--- src/rtl/lsu_arbiter.sv ---
// lsu_arbiter: round-robin arbiter sharing one LSU between core (m0) and debug/DMA (m1) ports.
// Optional grant locking for read-modify-write sequences is enabled by defining LSU_ARB_LOCK_EN.
module lsu_arbiter #(
   parameter int LOCK_MAX = 4
) (
   input  logic        i_clk,
   input  logic        i_reset,
   input  logic        i_m0_req,
   input  logic [31:0] i_m0_addr,
   input  logic [31:0] i_m0_wdata,
   input  logic        i_m0_wren,
   input  logic [2:0]  i_m0_func3,
   input  logic        i_m0_lock,
   input  logic        i_m1_req,
   input  logic [31:0] i_m1_addr,
   input  logic [31:0] i_m1_wdata,
   input  logic        i_m1_wren,
   input  logic [2:0]  i_m1_func3,
   input  logic        i_m1_lock,
   output logic        o_m0_gnt,
   output logic        o_m1_gnt,
   output logic        o_m0_rvalid,
   output logic        o_m1_rvalid,
   output logic [31:0] o_m0_rdata,
   output logic [31:0] o_m1_rdata,
   output logic [31:0] o_lsu_addr,
   output logic [31:0] o_st_data,
   output logic        o_lsu_wren,
   output logic [2:0]  o_func3,
   input  logic [31:0] i_ld_data,
   output logic        o_busy
);
   localparam logic [1:0] IDLE = 2'd0, ISSUE = 2'd1, RESP = 2'd2;
   logic [1:0]  state_q, state_d;
   logic        last_q, pick, pick_rr, arb;
   logic [31:0] addr_q, wdata_q, rd0_q, rd1_q, cap;
   logic        wren_q;
   logic [2:0]  func3_q;
   always_comb begin
      arb     = state_q != ISSUE && (i_m0_req || i_m1_req);
      pick_rr = (i_m0_req && i_m1_req) ? ~last_q : i_m1_req;
      state_d = state_q == ISSUE ? RESP : arb ? ISSUE : IDLE;
      cap     = wren_q ? 32'd0 : i_ld_data;
   end
`ifdef LSU_ARB_LOCK_EN
   // cnt_q counts consecutive locked grants to last_q; at LOCK_MAX one RR arbitration is forced
   logic [3:0] cnt_q, cnt_d;
   logic       can_hold, win_lock;
   always_comb begin
      can_hold = cnt_q != 4'd0 && cnt_q < 4'(LOCK_MAX);
      pick     = can_hold && (last_q ? i_m1_req : i_m0_req) ? last_q : pick_rr;
      win_lock = pick ? i_m1_lock : i_m0_lock;
      cnt_d    = !arb ? cnt_q : !win_lock ? 4'd0 : (pick == last_q && can_hold) ? cnt_q + 4'd1 : 4'd1;
   end
   always_ff @(posedge i_clk) cnt_q <= i_reset ? 4'd0 : cnt_d;
`else
   logic unused_lock;
   assign pick        = pick_rr;
   assign unused_lock = ^{i_m0_lock, i_m1_lock, 4'(LOCK_MAX)};
`endif
   always_ff @(posedge i_clk) begin
      if (i_reset) begin
         state_q <= IDLE;
         last_q  <= 1'b1;
         addr_q  <= '0;
         wdata_q <= '0;
         wren_q  <= 1'b0;
         func3_q <= '0;
         rd0_q   <= '0;
         rd1_q   <= '0;
      end else begin
         state_q <= state_d;
         if (arb) begin
            last_q  <= pick;
            addr_q  <= pick ? i_m1_addr : i_m0_addr;
            wdata_q <= pick ? i_m1_wdata : i_m0_wdata;
            wren_q  <= pick ? i_m1_wren : i_m0_wren;
            func3_q <= pick ? i_m1_func3 : i_m0_func3;
         end
         if (state_q == ISSUE && !last_q) rd0_q <= cap;
         if (state_q == ISSUE && last_q) rd1_q <= cap;
      end
   end
   assign o_m0_gnt    = state_q == ISSUE && !last_q;
   assign o_m1_gnt    = state_q == ISSUE && last_q;
   assign o_m0_rvalid = state_q == RESP && !last_q;
   assign o_m1_rvalid = state_q == RESP && last_q;
   assign o_m0_rdata  = rd0_q;
   assign o_m1_rdata  = rd1_q;
   assign o_lsu_addr  = addr_q;
   assign o_st_data   = wdata_q;
   assign o_lsu_wren  = wren_q && state_q == ISSUE;
   assign o_func3     = func3_q;
   assign o_busy      = state_q != IDLE;
endmodule

--- config.mk ---
export PLATFORM = sky130hd
export DESIGN_NAME = lsu_arbiter
export DESIGN_NICKNAME = d
export VERILOG_FILES = /design/src/rtl/lsu_arbiter.sv
export SDC_FILE = /design/constraint.sdc
export NUM_CORES = 1
export LEC_CHECK = 0
export CORE_UTILIZATION = 39
export DETAILED_ROUTE_END_ITERATION = 12
export HOLD_SLACK_MARGIN = 0.15
export PLACE_DENSITY = 0.81
export SLEW_MARGIN = 20
export SYNTH_ARGS = -nofsm -noshare
export SYNTH_HDL_FRONTEND = slang
export SYNTH_SLANG_ARGS = --single-unit
--- constraint.sdc ---
create_clock -name i_clk -period 1.6 [get_ports i_clk]
set_input_delay 0.4 -clock i_clk [delete_from_list [all_inputs] [get_ports i_clk]]
set_output_delay 0.4 -clock i_clk [all_outputs]
set_load 0.005 [all_outputs]
==> metrics.txt, run 1 <==
Critical Path RT=1200 ps; number of enable flip-flop cells after synthesis=0; start point of the critical path=last_q; post-synthesis area per instance=7.839 sq um; synth cell count leaders=nand2_1 (264), dfxtp_1 (135), a21oi_1 (133), a311oi_1 (59), clkbuf_1 (42); maximum clock insertion buffer count=2; startpoint of the worst hold path=i_reset; Setup Skew=13.36 ps; # hold bufs at CTS=0; Detailed Route WL=20090 um; Worst Path Arrival=1290 ps; via count=6209; Clock Pin Slew Worst Setup and Hold Paths=60 ps; insertion delay to the later sink of the worst-skew pair=410 ps; top-level port count=311; startpoint of the most critical register-to-register path=last_q; number of antenna violations at the first check in global routing=0; Internal=7119 uW; post-route fraction of the period consumed by the critical path=1.055; largest driver fanout on the critical path=2; MaxCap Viol Count=0; cell area reported after detailed placement=8964 sq um; largest net degree at the start of global routing=56; GR Overflow Total=0; run status=complete, but fails checks; count of yosys warnings during synthesis=0; final antenna diode count=0; total negative slack for setup checks=-92.58 ps; P per Cell Area=1008 nW/um^2; Total Power=9549 uW; post-synthesis async set-or-reset flop share=0; minimum clock period=1689 ps; nets=1180; quantity of I/O buffers inserted on ports=308; Die ar.=14960 sq um; worst ir drop on vdd=733.3 uV; startpoint class of the critical path=flip-flop; maximum clock frequency=0.5922 GHz; most common flop cell mapped by yosys=dfxtp_1; violation count after the first detailed-route iteration=483; cell count after placement=1167; Via density=5.183; top post-synthesis cells by area=dfxtp_1 (48%), nand2_1 (18%), a21oi_1 (12%); row cnt=43; DIE WIDTH=122.3 um; Die Y-Extent=122.3 um; TritonCTS clock tree=yes; initial core utilization=0.4035; # clock sinks=135; routed length per instance=16.77 um; area grow syn2layout=67.83%; Final Hold Fails=0; unrepaired setup endpoints after global routing=true; worst hold slack after final layout=314.1 ps; DRC violations left=0; gate count of the mapped netlist=720; post-layout instance count excluding filler cells=1198; TritonCTS Buffers=17; final max-slew violation count=0; static leakage power=0.004078 uW; Synth Cell Area=5644 sq um; number of fillers in the final layout=1210; core footprint=13990 sq um; buffer count from post-CTS setup fixing=0; global-route total usage across every layer=0.2650; count of nets left with antenna violations after detail routing=0; fraction of final layout cells with drive strength greater than 1=0.1031; most instantiated library cell after synthesis=nand2_1; Clk Tree Root Cell=clkbuf_16; total non-filler cell area in the finished layout=9473 sq um; critical path class=flip-flop to output port; area leader, netlist=dfxtp_1; relative slew slack=0.7406; HPWL reported at the end of detailed placement=14120 um; proportion of netlist area held by the largest area contributor=0.4788; crit-path max cell delay=400 ps; reported net switching power=2430 uW; H-tree level count=4; portion of the post-synthesis area used by sequential elements=0.4788; Comb pwr share=0.199; failing checks=negative setup slack; proportion of total power due to net switching=0.2545; element type at the critical path end=output port; number of different library cells in the post-synthesis netlist=24; slowest cell on the critical path=or3b_4; final setup violation count=2; post-route setup slack=-88.52 ps; worst-path cell chain=or3b_4, inv_2, buf_6; number of global-route vias before repair=5878; sequential cell fraction of total power=0.393; kind of path behind the tightest hold check=input pin to flip-flop; net count of the mapped netlist=894; proportion of power drawn by the clock network=0.407; flop and latch count out of synthesis=135; global placer's final weighted congestion=0.9023; wire length of the first global-routing pass=30310 um; pin slew with the least headroom to its limit=389.1 ps; number of detailed-route iterations in the first pass=4
==> sequential cells by signal (all words and copies together), names as in the netlist <==
signal / count
last_q: 1
o_func3: 3
o_lsu_addr: 32
o_m0_rdata: 32
o_m1_rdata: 32
o_st_data: 32
state_q: 2
wren_q: 1
==> power by group through the flow <==
stage | Combinational (uW) | Sequential (uW) | Clock [uW]
2_1_floorplan | 785 | 3840 | 0
3_3_place_gp | 2010 | 3820 | 0
3_5_place_dp | 2030 | 3830 | 0
4_1_cts | 1880 | 3760 | 3940
5_1_grt | 2070 | 3790 | 4080
6_report | 1900 | 3760 | 3890
==> final timing paths <==
check                                      end  slack, ps  cells past startpoint
worst max register to register   o_lsu_addr[3]        100                      6
worst max-delay path                  o_m0_gnt        -90                      3
worst min-delay path             o_st_data[23]        310                      2
worst min register to register  o_m1_rdata[19]        450                      2
==> per-layer routing <==
metal  part of all wire  global-route usage  vias up
met2               0.49              0.4389      266
met5                  0                   0        -
li1                   -                   -     3033
met4              0.055              0.1684        0
met1               0.37              0.2947     2848
met3              0.081             0.08132       62
==> kinds of logic (layout without fill, tap and decap cells) <==
group                  count (synthesis)  count (layout)  share of synthesized area
AOI/OAI and AO/OA                    204             204                     0.2390
and+or+nand+nor                      307             307                     0.2239
buffers and inverters                 74             372                    0.05830
DFF                                  135             135                     0.4788
==> placed cells by master, fill, tap and decap left out, types with 2 or more instances in the layout <==
master	Yosys	final
a21oi_1	133	133
a311oi_1	59	55
a311oi_2	9	13
buf_12	0	8
buf_2	20	3
buf_4	1	16
buf_6	3	8
bufinv_16	0	2
clkbuf_16	0	17
clkbuf_8	0	5
clkdlybuf4s50_1	0	170
clkinv_2	0	4
clkinvlp_4	0	2
dfxtp_1	135	121
dfxtp_2	0	14
dlygate4sd2_1	0	131
inv_2	1	2
nand2_1	264	264
nor2_1	2	2
nor2b_1	33	33
nor3b_2	0	2
==> worst max-delay path, delay by kind of cell (launching register included) <==
kind / cells / cell delay, ps
buffers and inverters: 2 / 160
flip-flops: 1 / 320
AND/OR/NAND/NOR: 1 / 400
==> metrics by stage <==
step | utilization | worst slack (ps)
4_1_cts | 0.6733 | -101.6
3_5_place_dp | 0.6408 | -353.5
3_3_place_gp | 0.6408 | -267.2
2_1_floorplan | - | 83.01
6_report | 0.6772 | -88.52
5_1_grt | 0.6772 | -129.0
==> repair_timing <==
item,4_1_cts,5_1_grt
gates resized for setup,179,12
pin swaps,1,3
endpoints found under the setup margin,166,53
==> cell type report <==
class	count	area, sq um	share of cell area
clock buffer	23	498.0	0.05257
clock inverter	8	95.09	0.01004
inverter	4	17.52	0.001849
multi-input combinational	511	2668	0.2816
sequential	135	2720	0.2871
tap	180	225.2	0.02377
timing repair buffer	337	3249	0.3430
No activity file was read; power rests on OpenSTA's default activity.
==> inputs of run 2 (changes only) <==
CORE_UTILIZATION = 40   (was 39)
CTS_BUF_LIST = sky130_fd_sc_hd__clkbuf_4 sky130_fd_sc_hd__clkbuf_8   (was not set)
PLACE_DENSITY = 0.83   (was 0.81)
==> metrics.txt, run 2 (same netlist as run 1, synthesis figures left out) <==
crit-path max cell delay=410 ps (about the same); relative slew slack=0.7399 (about the same); maximum clock insertion buffer count=2 (unchanged); met2 global-route usage=0.4569 (+0.01799); post-route setup slack=-123.4 ps (-34.87 ps); number of global-route vias before repair=5988 (+1.9%); startpoint of the worst hold path=i_reset; largest driver fanout on the critical path=2 (unchanged); final setup violation count=6 (+4); Hold Path Sink=state_q[1]; unrepaired setup endpoints after global routing=true; global placer's final weighted congestion=0.8245 (-8.6%); Die ar.=14590 sq um (-2.5%); sequential cell fraction of total power=0.434 (+0.041); static leakage power=0.004018 uW (-1.5%); top-level port count=311 (unchanged); # hold bufs at CTS=0 (unchanged); MaxCap Viol Count=0 (unchanged); post-place setup slack=-340.6 ps (+12.91 ps); initial core utilization=0.4082 (+0.004710); total non-filler cell area in the finished layout=9306 sq um (-1.8%); count of nets left with antenna violations after detail routing=0 (unchanged); HPWL reported at the end of detailed placement=13810 um (-2.1%); cell area reported after detailed placement=8971 sq um (about the same); # clock sinks=135 (unchanged); cell count after placement=1168 (+0.086%); element type at the critical path end=output port; proportion of power drawn by the clock network=0.347 (-0.060); post-route fraction of the period consumed by the critical path=1.077 (+0.02179); depth of the worst hold-timing path=2 (unchanged); DRC violations left=0 (unchanged); Via density=5.227 (+0.86%); minimum clock period=1723 ps (+34.87 ps); P per Cell Area=928.5 nW/um^2 (-7.9%); GR Overflow Total=0 (unchanged); kind of path behind the tightest hold check=input pin to flip-flop; Setup Skew=12.37 ps (-0.9945 ps); Clock Pin Slew Worst Setup and Hold Paths=70 ps (about the same); maximum clock frequency=0.5803 GHz (-2.0%); met3 layer usage reported by global route=0.08679 (+0.005473); violation count after the first detailed-route iteration=383 (-21%); fraction of final layout cells with drive strength greater than 1=0.1196 (+0.01646); routed length per instance=16.49 um (-1.6%); run status=complete, but fails checks; number of antenna violations at the first check in global routing=0 (unchanged); core footprint=13830 sq um (-1.2%); startpoint of the most critical register-to-register path=state_q[1]; largest net degree at the start of global routing=54 (-3.6%); wire length of the first global-routing pass=30640 um (+1.1%); Comb pwr share=0.219 (+0.020); worst r2r dst=o_lsu_addr[4]; number of detailed-route iterations in the first pass=4 (unchanged); H-tree level count=4 (unchanged); worst hold slack after final layout=233.7 ps (-80.38 ps); Internal=6339 uW (-11%); TritonCTS clock tree=yes; startpoint class of the critical path=flip-flop; failing checks=negative setup slack; minimum setup slack among reg-to-reg paths=90 ps (about the same); worst ir drop on vdd=536.6 uV (-27%); TritonCTS Buffers=17 (unchanged); Clk Tree Root Cell=clkbuf_8; Detailed Route WL=19810 um (-1.4%); Final Hold Fails=0 (unchanged); final max-slew violation count=0 (unchanged); area grow syn2layout=64.89%; insertion delay to the later sink of the worst-skew pair=440 ps (+30 ps); most common cell after layout, fill and taps aside=nand2_1; reported net switching power=2302 uW (-5.3%); Worst Path Arrival=1320 ps (+30 ps); pin slew with the least headroom to its limit=390.1 ps (+1.017 ps); nets=1182 (+0.17%); via count=6278 (+1.1%); global-route track usage on met1=0.3003 (+0.005577); quantity of I/O buffers inserted on ports=308 (unchanged); DIE WIDTH=120.8 um (-1.2%); row cnt=43 (unchanged); proportion of total power due to net switching=0.2664 (+0.01191); Critical Path RT=1200 ps (about the same); slowest cell on the critical path=or3b_4; Die Y-Extent=120.8 um (-1.2%); critical path class=flip-flop to output port; post-layout instance count excluding filler cells=1201 (+0.25%); routing layer with the top usage in global route=met2; worst-path cell chain=or3b_4, inv_4, buf_6; global-route total usage across every layer=0.2727 (+0.007705); highest-count cells in the layout ignoring fill and taps=nand2_1 (264), clkdlybuf4s50_1 (170), a21oi_1 (133); worst reg2reg path depth=6 (unchanged)
==> run 2: changes by cell type in the layout (fill, tap and decap cells not counted), moves of 3 or more <==
cell | before | now
clkbuf_4 | 0 | 3
dfxtp_2 | 14 | 33
clkbuf_16 | 17 | 0
clkbuf_8 | 5 | 20
dfxtp_1 | 121 | 102
buf_4 | 16 | 20
buf_6 | 8 | 5
a311oi_2 | 13 | 9
a311oi_1 | 55 | 59
==> run 2: what timing repair did <==
action / in CTS / in global routing
resized for setup: 195 / 7
pin swaps: 1 / 2
setup buffers: 1 / 0
hold endpoints to repair: 0 / 0
endpoints found under the setup margin: 167 / 72
==> run 2: cell type report <==
type	count	area, sq um
antenna	1	2.502
clock buffer	23	297.8
clock inverter	8	121.4
fill	1232	4521
inverter	4	17.52
multi-input combinational	511	2643
sequential	135	2744
tap	180	225.2
timing repair buffer	339	3256
==> run 2: stage by stage <==
stage / util / setup TNS (ps) / total power, uW
detailed placement: 0.6488 / -20740 / 5856
global placement: 0.6488 / -18220 / 5827
global route: 0.6729 / -852.3 / 9029
CTS: 0.6711 / -686.9 / 8692
finish: 0.6731 / -383.2 / 8641
floorplan: - / 0 / 4626
==> run 2: how the worst max path moves through the flow <==
stage,start,endpoint,slack [ps],depth (start not counted)
2_1_floorplan,i_m1_req,o_lsu_addr[0],80,7
6_report,last_q,o_m0_gnt,-120,3
3_5_place_dp,i_m1_req,o_st_data[2],-340,5
5_1_grt,last_q,o_m0_gnt,-190,3
4_1_cts,last_q,o_m0_gnt,-190,3
3_3_place_gp,i_m1_req,o_lsu_addr[18],-270,5
==> run 2: routing by layer <==
layer / up-vias / wire (um)
li1: 3035 / -
met1: 2912 / 7561
met2: 279 / 9782
met3: 52 / 1589
met4: 0 / 875
met5: - / 0
==> run 2: power groups by stage <==
stage                     Clock (uW)  Combinational [uW]  Sequential (uW)
after floorplan                    0                 785             3840
after global routing            3200                2050             3780
after detailed placement           0                2040             3820
final                           3000                1900             3750
after global placement             0                2020             3810
after CTS                       3060                1890             3750
==> run 2: critical path: cells and delay by family, from the launching register on <==
| family | cells | cell delay (ps) |
|---|---|---|
| flip-flops | 1 | 320 |
| AND/OR/NAND/NOR | 1 | 410 |
| buffers and inverters | 2 | 170 |
